--- config.mk ---
export PLATFORM = sky130hd
export DESIGN_NAME = ex_wb_stage
export DESIGN_NICKNAME = d
export VERILOG_FILES = /design/src/rtl/exwb_pkg.sv /design/src/rtl/exwb_skid.sv /design/src/rtl/ex_wb_stage.sv
export SDC_FILE = /design/constraint.sdc
export NUM_CORES = 1
export LEC_CHECK = 0
export CAP_MARGIN = 20
export CORE_MARGIN = 10
export CORE_UTILIZATION = 45
export CTS_CLUSTER_SIZE = 40
export DETAILED_ROUTE_END_ITERATION = 10
export HOLD_SLACK_MARGIN = 0.03
export MAX_ROUTING_LAYER = met4
export PLACE_DENSITY = 0.7
export SETUP_SLACK_MARGIN = 0.02
export SYNTH_ARGS = -nofsm -noshare
export SYNTH_HDL_FRONTEND = slang
export SYNTH_SLANG_ARGS = --single-unit
--- constraint.sdc ---
create_clock -name clk -period 4.2 [get_ports clk]
set_input_delay 0.84 -clock clk [delete_from_list [all_inputs] [get_ports clk]]
set_output_delay 0.84 -clock clk [all_outputs]
set_load 0.02 [all_outputs]
--- src/rtl/exwb_pkg.sv ---
// Shared types and widths for the execute-to-writeback buffer.
// Optional forwarding outputs are enabled with the EXWB_FWD_EN macro.
package exwb_pkg;

    localparam int unsigned DATA_W    = 32;
    localparam int unsigned REG_AW    = 5;
    localparam int unsigned DIFF_NONE = 32;

    typedef struct packed {
        logic [DATA_W-1:0] result;
        logic [REG_AW-1:0] rd;
        logic              we;
        logic              diff_none;
    } exwb_entry_t;

    typedef enum logic [1:0] {
        StEmpty,
        StOne,
        StFull
    } exwb_occ_e;

endpackage

--- src/rtl/exwb_skid.sv ---
// Generic 2-entry valid/ready skid buffer with synchronous flush.
// in_ready is decoded from the occupancy register only, never from out_ready.
module exwb_skid
    import exwb_pkg::*;
#(
    parameter int unsigned W = 8
) (
    input  logic         clk,
    input  logic         rst_n,
    input  logic         flush,
    input  logic         in_valid,
    output logic         in_ready,
    input  logic [W-1:0] in_data,
    output logic         out_valid,
    input  logic         out_ready,
    output logic [W-1:0] out_data
);

    exwb_occ_e    state_q, state_d;
    logic [W-1:0] h_q, h_d;
    logic [W-1:0] s_q, s_d;
    logic         accept;
    logic         pop;

    assign in_ready  = (state_q != StFull);
    assign out_valid = (state_q != StEmpty);
    assign out_data  = h_q;
    assign accept    = in_valid && in_ready;
    assign pop       = out_valid && out_ready;

    always_comb begin
        state_d = state_q;
        h_d     = h_q;
        s_d     = s_q;
        if (flush) begin
            state_d = StEmpty;
        end else begin
            unique case (state_q)
                StEmpty: begin
                    if (accept) begin
                        h_d     = in_data;
                        state_d = StOne;
                    end
                end
                StOne: begin
                    if (accept && pop) begin
                        h_d = in_data;
                    end else if (accept) begin
                        s_d     = in_data;
                        state_d = StFull;
                    end else if (pop) begin
                        state_d = StEmpty;
                    end
                end
                StFull: begin
                    // in_ready is low here, so only a pop can move anything
                    if (pop) begin
                        h_d     = s_q;
                        state_d = StOne;
                    end
                end
                default: state_d = StEmpty;
            endcase
        end
    end

    always_ff @(posedge clk or negedge rst_n) begin
        if (!rst_n) begin
            state_q <= StEmpty;
            h_q     <= '0;
            s_q     <= '0;
        end else begin
            state_q <= state_d;
            h_q     <= h_d;
            s_q     <= s_d;
        end
    end

endmodule

--- src/rtl/ex_wb_stage.sv ---
// Execute-to-writeback pipeline buffer: qualifies results, buffers them, counts retired writes.
// Define EXWB_FWD_EN to add the fwd_* bypass outputs driven from the head entry.
module ex_wb_stage
    import exwb_pkg::*;
(
    input  logic              clk,
    input  logic              rst_n,
    input  logic              flush,
    input  logic              in_valid,
    output logic              in_ready,
    input  logic [DATA_W-1:0] in_result,
    input  logic [REG_AW-1:0] in_rd,
    input  logic              in_we,
    input  logic              in_is_diff,
    output logic              out_valid,
    input  logic              out_ready,
    output logic [DATA_W-1:0] out_result,
    output logic [REG_AW-1:0] out_rd,
    output logic              out_we,
    output logic              out_diff_none,
    output logic [31:0]       retire_cnt
`ifdef EXWB_FWD_EN
    ,
    output logic              fwd_valid,
    output logic [REG_AW-1:0] fwd_rd,
    output logic [DATA_W-1:0] fwd_data
`endif
);

    exwb_entry_t in_entry;
    exwb_entry_t head;
    logic        pop;
    logic [31:0] retire_cnt_q;

    // r0 is hardwired zero, so a write to it is dropped at capture
    always_comb begin
        in_entry           = '0;
        in_entry.result    = in_result;
        in_entry.rd        = in_rd;
        in_entry.we        = in_we && (in_rd != '0);
        in_entry.diff_none = in_is_diff && (in_result == DATA_W'(DIFF_NONE));
    end

    exwb_skid #(
        .W($bits(exwb_entry_t))
    ) u_skid (
        .clk      (clk),
        .rst_n    (rst_n),
        .flush    (flush),
        .in_valid (in_valid),
        .in_ready (in_ready),
        .in_data  (in_entry),
        .out_valid(out_valid),
        .out_ready(out_ready),
        .out_data (head)
    );

    assign out_result    = head.result;
    assign out_rd        = head.rd;
    assign out_we        = head.we;
    assign out_diff_none = head.diff_none;
    assign pop           = out_valid && out_ready;

    always_ff @(posedge clk or negedge rst_n) begin
        if (!rst_n) begin
            retire_cnt_q <= '0;
        end else if (pop && head.we && !flush) begin
            retire_cnt_q <= retire_cnt_q + 32'd1;
        end
    end

    assign retire_cnt = retire_cnt_q;

`ifdef EXWB_FWD_EN
    assign fwd_valid = out_valid && head.we;
    assign fwd_rd    = head.rd;
    assign fwd_data  = head.result;
`endif

endmodule

==> results of run 1 <==
final cells by class:
type                       count  area share [%]
sequential                   112            41.7
multi-input combinational    252            33.7
timing repair buffer         121            17.8
clock buffer                  10            3.41
tap                          140            2.61
clock inverter                 6           0.652
inverter                       3           0.168
worst max-delay path by stage:
| stage | to | slack, ns | depth (start not counted) |
|---|---|---|---|
| 6_report | u_skid.out_data[22] | 1.61 | 6 |
| 5_1_grt | retire_cnt[19] | 1.52 | 5 |
| 4_1_cts | u_skid.out_data[38] | 1.61 | 6 |
| 3_5_place_dp | u_skid.out_data[22] | 1.25 | 6 |
| 3_3_place_gp | u_skid.out_data[22] | 1.31 | 6 |
| 2_1_floorplan | u_skid.s_q[30] | 1.96 | 5 |
routing by layer:
metal / vias to the layer above / share of wire, % / GRT usage (%)
met5: - / 0 / -
met4: 0 / 0.79 / 3.22
met3: 9 / 5.4 / 4.58
met2: 94 / 49 / 24.2
met1: 1695 / 45 / 18.3
li1: 1624 / - / -
worst max-delay path, cell delays in order:
cell	delay, ns
clkdlybuf4s50_1	0.53
nor2b_1	0.27
nand2_1	0.14
a21oi_4	0.15
buf_4	0.48
mux2_2	0.40
logic make-up after synthesis:
| family | count (synthesis) | synth area share (%) |
|---|---|---|
| mux | 116 | 25.4 |
| simple gates | 95 | 11.5 |
| compound gates | 9 | 1.12 |
| buf+inv | 18 | 1.83 |
| flops | 112 | 54.6 |
| xor+xnor | 31 | 5.29 |
| fa+ha+maj | 1 | 0.244 |
flip-flops by register name, summed over array words and instances, names as in the netlist:
register         cells
u_skid.state_q       2
u_skid.s_q          39
u_skid.out_data     39
retire_cnt          32
placed cells by master (no fill, tap or decap), types with 7 or more instances in the layout:
cell type,netlist,final
mux2_2,115,115
clkdlybuf4s50_1,0,115
nand2_1,15,15
xnor2_1,14,14
nor2_1,7,7
nand3_1,16,16
nor3_1,11,11
nor4_1,8,8
xor2_1,17,17
clkbuf_16,0,9
nand4_1,9,9
dfrtp_1,112,112
report_power, final:
part           switching [W]  leakage [nW]  internal [W]
Combinational       0.000281          1.28      0.000367
Clock               0.000389         0.133      0.000405
Sequential          0.000124          1.41       0.00127
Total               0.000794          2.82       0.00205
per-stage QoR:
stage	area (sq um)	setup slack, ns	hold slack [ns]
floorplan	5130	1.96	0.475
global placement	6450	1.31	0.458
detailed placement	6450	1.25	0.461
CTS	6720	1.61	0.474
global route	6720	1.52	0.509
finish	6720	1.61	0.471
==> results_dict.tcl, run 1 <==
set metrics [dict create \
    power.leakage_nw 2.82 \
    min_path_type "register to register" \
    wl_per_cell_um 18.3 \
    nNetsFinal 544 \
    core-area_sq_mm 0.0110 \
    yosys-top-cells-area "dfrtp_1 55%, mux2_2 25%, xor2_1 2.9%, xnor2_1 2.4%, nand3_1 1.6%" \
    cts-htree-levels 3 \
    tritoncts "done" \
    first_iter_violations 173 \
    synth-async-reset-ratio_pct 100 \
    synth_top_area_cell "dfrtp_1" \
    rsz0062_at_grt "no" \
    crit_type "input pin to register" \
    rrSetupSlack_ns 2.21 \
    cp-start-kind "input pin" \
    n_fill_cell 896 \
    synth_commonest_cells "115 x mux2_2, 112 x dfrtp_1, 17 x xor2_1" \
    drc 0 \
    area.sequential_sq_mm 0.00280 \
    min_period_over_period_pct 61.7 \
    synth.ff_latch_count 112 \
    ant_nets 0 \
    timing.setup.tns_ns 0 \
    tightest_slew_ns 0.780 \
    p_per_area_mw_per_mm2 422 \
    synth_top_area_share_pct 54.6 \
    ctsResizeCount 0 \
    layout-drive-gt1-share_pct 29.6 \
    cts_buffers 9 \
    holdCritStartpoint "retire_cnt[31]" \
    post_cts_buffers 0 \
    startpoint "in_valid" \
    min_period_ns 2.59 \
    grt_pass1_wl_um 19400 \
    cp.arrival_ns 2.81 \
    status "finished, final reports clean" \
    netlist-cell-type-count 39 \
    synthCells 382 \
    setup.worst_path.end_class "register" \
    clock-root-buffer "clkbuf_16" \
    clock_path_buffers 2 \
    die_x_um 127 \
    hold_viol 0 \
    cp_max_fo 39 \
    maxSlewHeadroom_pct 47.6 \
    io_buffers 116 \
    place.gp.congestion 0.848 \
    via_per_inst 5.31 \
    syn_to_final_growth_pct 30.9 \
    setup_viol 0 \
    avgSynthCellArea_sq_um 13.4 \
    hold_end "retire_cnt[31]" \
    final_cells 644 \
    die_h_um 127 \
    placed_cells 628 \
    synth_ff_type "dfrtp_1" \
    num_vias 3422 \
    gr-total-overflow 0 \
    start_util_pct 46.8 \
    dpl.hpwl_um 8520 \
    synth_area_sq_mm 0.00513 \
    synth.most_common_cell "mux2_2" \
    grt_antenna_before_repair 0 \
    synth_fp_nets 427 \
    maxCapViolations 0 \
    firstDrtPassIters 4 \
    yosys_warnings 0 \
    peakVddDrop_mv 0.235 \
    ios 117 \
    grt_pass1_vias 3736 \
    fmax_mhz 386 \
    fin_util_pct 61.2 \
    drv_slew 0 \
    grt_max_degree 56 \
    power_w 0.00284 \
    drt_wl_total_um 11800 \
    crit_required_ns 4.42 \
    fin_worst_skew_ns 0.00850 \
    clk_latency_ns 0.34 \
    cts_sinks 112 \
    reg2reg_depth 5 \
    hold_depth 1 \
    gr-usage-all-layers_pct 15.0 \
    synth-edff-count 0 \
    dieArea_sq_mm 0.0161 \
    multi_input_area_sq_mm 0.00226 \
    rows 38 \
    hold_buffers 0 \
    worstReg2RegEnd "u_skid.out_data[22]" \
    n_antenna_cell 0 \
    r2r_start "u_skid.state_q[1]" \
    synth_seq_area_share_pct 54.6 \
    path_clk_slew_ns 0.07 \
]
(Power assumes the default switching activity.)
==> inputs of run 2 (changes only) <==
==> constraint.sdc (replaced) <==
create_clock -name clk -period 2.6 [get_ports clk]
set_input_delay 0.52 -clock clk [delete_from_list [all_inputs] [get_ports clk]]
set_output_delay 0.52 -clock clk [all_outputs]
set_load 0.02 [all_outputs]
==> run 2 against run 1 <==
Setup slack lost 1.2 ns. Sequential share of layout area shrank 0.69 points. Combinational power grew 64%. Routed wire length shrank 0.63%. Clock skew grew 0.0019 ns. Worst hold slack lost 0.39 ns. Register-to-register slack lost 1.6 ns. Clock-buffer cell count grew 3. Core utilization grew 1.0 points. Critical endpoint is now out_valid. Largest power group unchanged.
==> results_dict.tcl, run 2 (synthesis gave the netlist of run 1 again) <==
set metrics [dict create \
    grt_pass1_vias 3890 \
    syn_to_final_growth_pct 33.1 \
    num_vias 3480 \
    die_x_um 127 \
    timing.hold.ws_ns 0.0820 \
    setup.worst_path.end_class "output pin" \
    timing.setup.tns_ns 0 \
    cp_cell_sequence "nor2_2 > inv_1 > clkdlybuf4s50_1" \
    gr-total-overflow 0 \
    crit_type "register to output pin" \
    maxCapViolations 0 \
    setup_viol 0 \
    cp-start-kind "register" \
    status "finished, final reports clean" \
    peakVddDrop_mv 0.444 \
    critPathMaxStageDelay_ns 0.54 \
    crit_family "buffers and inverters" \
    cp_max_fo 7 \
    fin_worst_skew_ns 0.0104 \
    fin_ws_ns 0.382 \
    n_antenna_cell 0 \
    start_util_pct 46.8 \
    ant_nets 0 \
    hold_viol 0 \
    firstDrtPassIters 4 \
    r2r_start "retire_cnt[0]" \
    reg2reg_depth 5 \
    dieArea_sq_mm 0.0161 \
    rsz0062_at_grt "no" \
    n_fill_cell 879 \
    first_iter_violations 236 \
    fmax_mhz 451 \
    maxSlewHeadroom_pct 61.0 \
    cts_sinks 112 \
    cp.buffers_inverters 2 \
    drv_slew 0 \
    core-area_sq_mm 0.0110 \
    rows 38 \
    final_cell_mix "115 x mux2_2, 115 x clkdlybuf4s50_1, 112 x dfrtp_1" \
    clock-root-buffer "clkbuf_16" \
    min_period_over_period_pct 85.3 \
    gr-usage-all-layers_pct 15.0 \
    dpl.hpwl_um 8720 \
    crit_required_ns 2.08 \
    grt_pass1_wl_um 19400 \
    slowest_stage "clkdlybuf4s50_1" \
    ctsResizeCount 0 \
    post_cts_buffers 0 \
    grt_antenna_before_repair 0 \
    power_w 0.00474 \
    drt_wl_total_um 11700 \
    cts_buffers 9 \
    tightest_slew_ns 0.582 \
    grt_max_degree 49 \
    path_clk_slew_ns 0.07 \
    rrSetupSlack_ns 0.63 \
    min_path_type "input pin to asynchronous set/reset pin" \
    nNetsFinal 548 \
    die_h_um 127 \
    power.leakage_nw 2.87 \
    layout-drive-gt1-share_pct 30.1 \
    tritoncts "done" \
    p_per_area_mw_per_mm2 694 \
    min_period_ns 2.22 \
    drc 0 \
    io_buffers 116 \
    ios 117 \
    wl_per_cell_um 18.1 \
    clk_latency_ns 0.34 \
    hold_buffers 0 \
    cts-htree-levels 3 \
    via_per_inst 5.37 \
    place.gp.congestion 0.826 \
    clock_path_buffers 2 \
    pre_cts_slack_ns 0.158 \
    cp.arrival_ns 1.70 \
    worstReg2RegEnd "retire_cnt[6]" \
]
-- run 2: per-stage QoR --
stage / std cells / area (sq um) / util (%)
2_1_floorplan: 382 / 5130 / -
3_3_place_gp: 632 / 6520 / 59.3
3_5_place_dp: 632 / 6520 / 59.3
4_1_cts: 648 / 6830 / 62.2
5_1_grt: 648 / 6830 / 62.2
6_report: 648 / 6830 / 62.2
-- run 2: final cells by class --
cell class | count | area (sq um) | share of cell area, %
clock buffer | 13 | 270 | 3.96
inverter | 3 | 11.3 | 0.165
multi-input combinational | 252 | 2260 | 33.1
sequential | 112 | 2800 | 41.0
timing repair buffer | 125 | 1260 | 18.5
clock inverter | 3 | 47.5 | 0.696
tap | 140 | 175 | 2.56
-- run 2: layer usage --
layer | global-route usage, % | routed length [um] | up-vias
li1 | - | - | 1629
met3 | 3.71 | 619 | 9
met5 | - | 0 | -
met2 | 23.7 | 5630 | 89
met1 | 18.7 | 5380 | 1753
met4 | 4.02 | 95 | 0
-- run 2: worst reg2reg max path: cells and delay by family (launching register included) --
family	cells	cell delay, ns
DFF	1	0.44
and+or+nand+nor	3	1.06
xor gates and xnor gates	1	0.16
adders and majority gates	1	0.23
-- run 2: power breakdown --
group          internal [W]  switching [W]  leakage (nW)  total [W]
logic              0.000602       0.000455          1.31    0.00106
clock network      0.000832       0.000600         0.156    0.00143
registers           0.00206       0.000197          1.41    0.00225
total               0.00349        0.00125          2.87    0.00474
-- run 2: worst max path at each step --
stage,startpoint,end,slack [ns],depth (start not counted)
6_report,u_skid.state_q[0],out_valid,0.38,3
5_1_grt,u_skid.state_q[0],out_valid,0.27,3
4_1_cts,u_skid.state_q[0],out_valid,0.37,3
3_5_place_dp,in_valid,u_skid.out_data[16],0.16,6
3_3_place_gp,out_ready,retire_cnt[31],0.22,5
2_1_floorplan,in_valid,u_skid.s_q[30],0.68,5
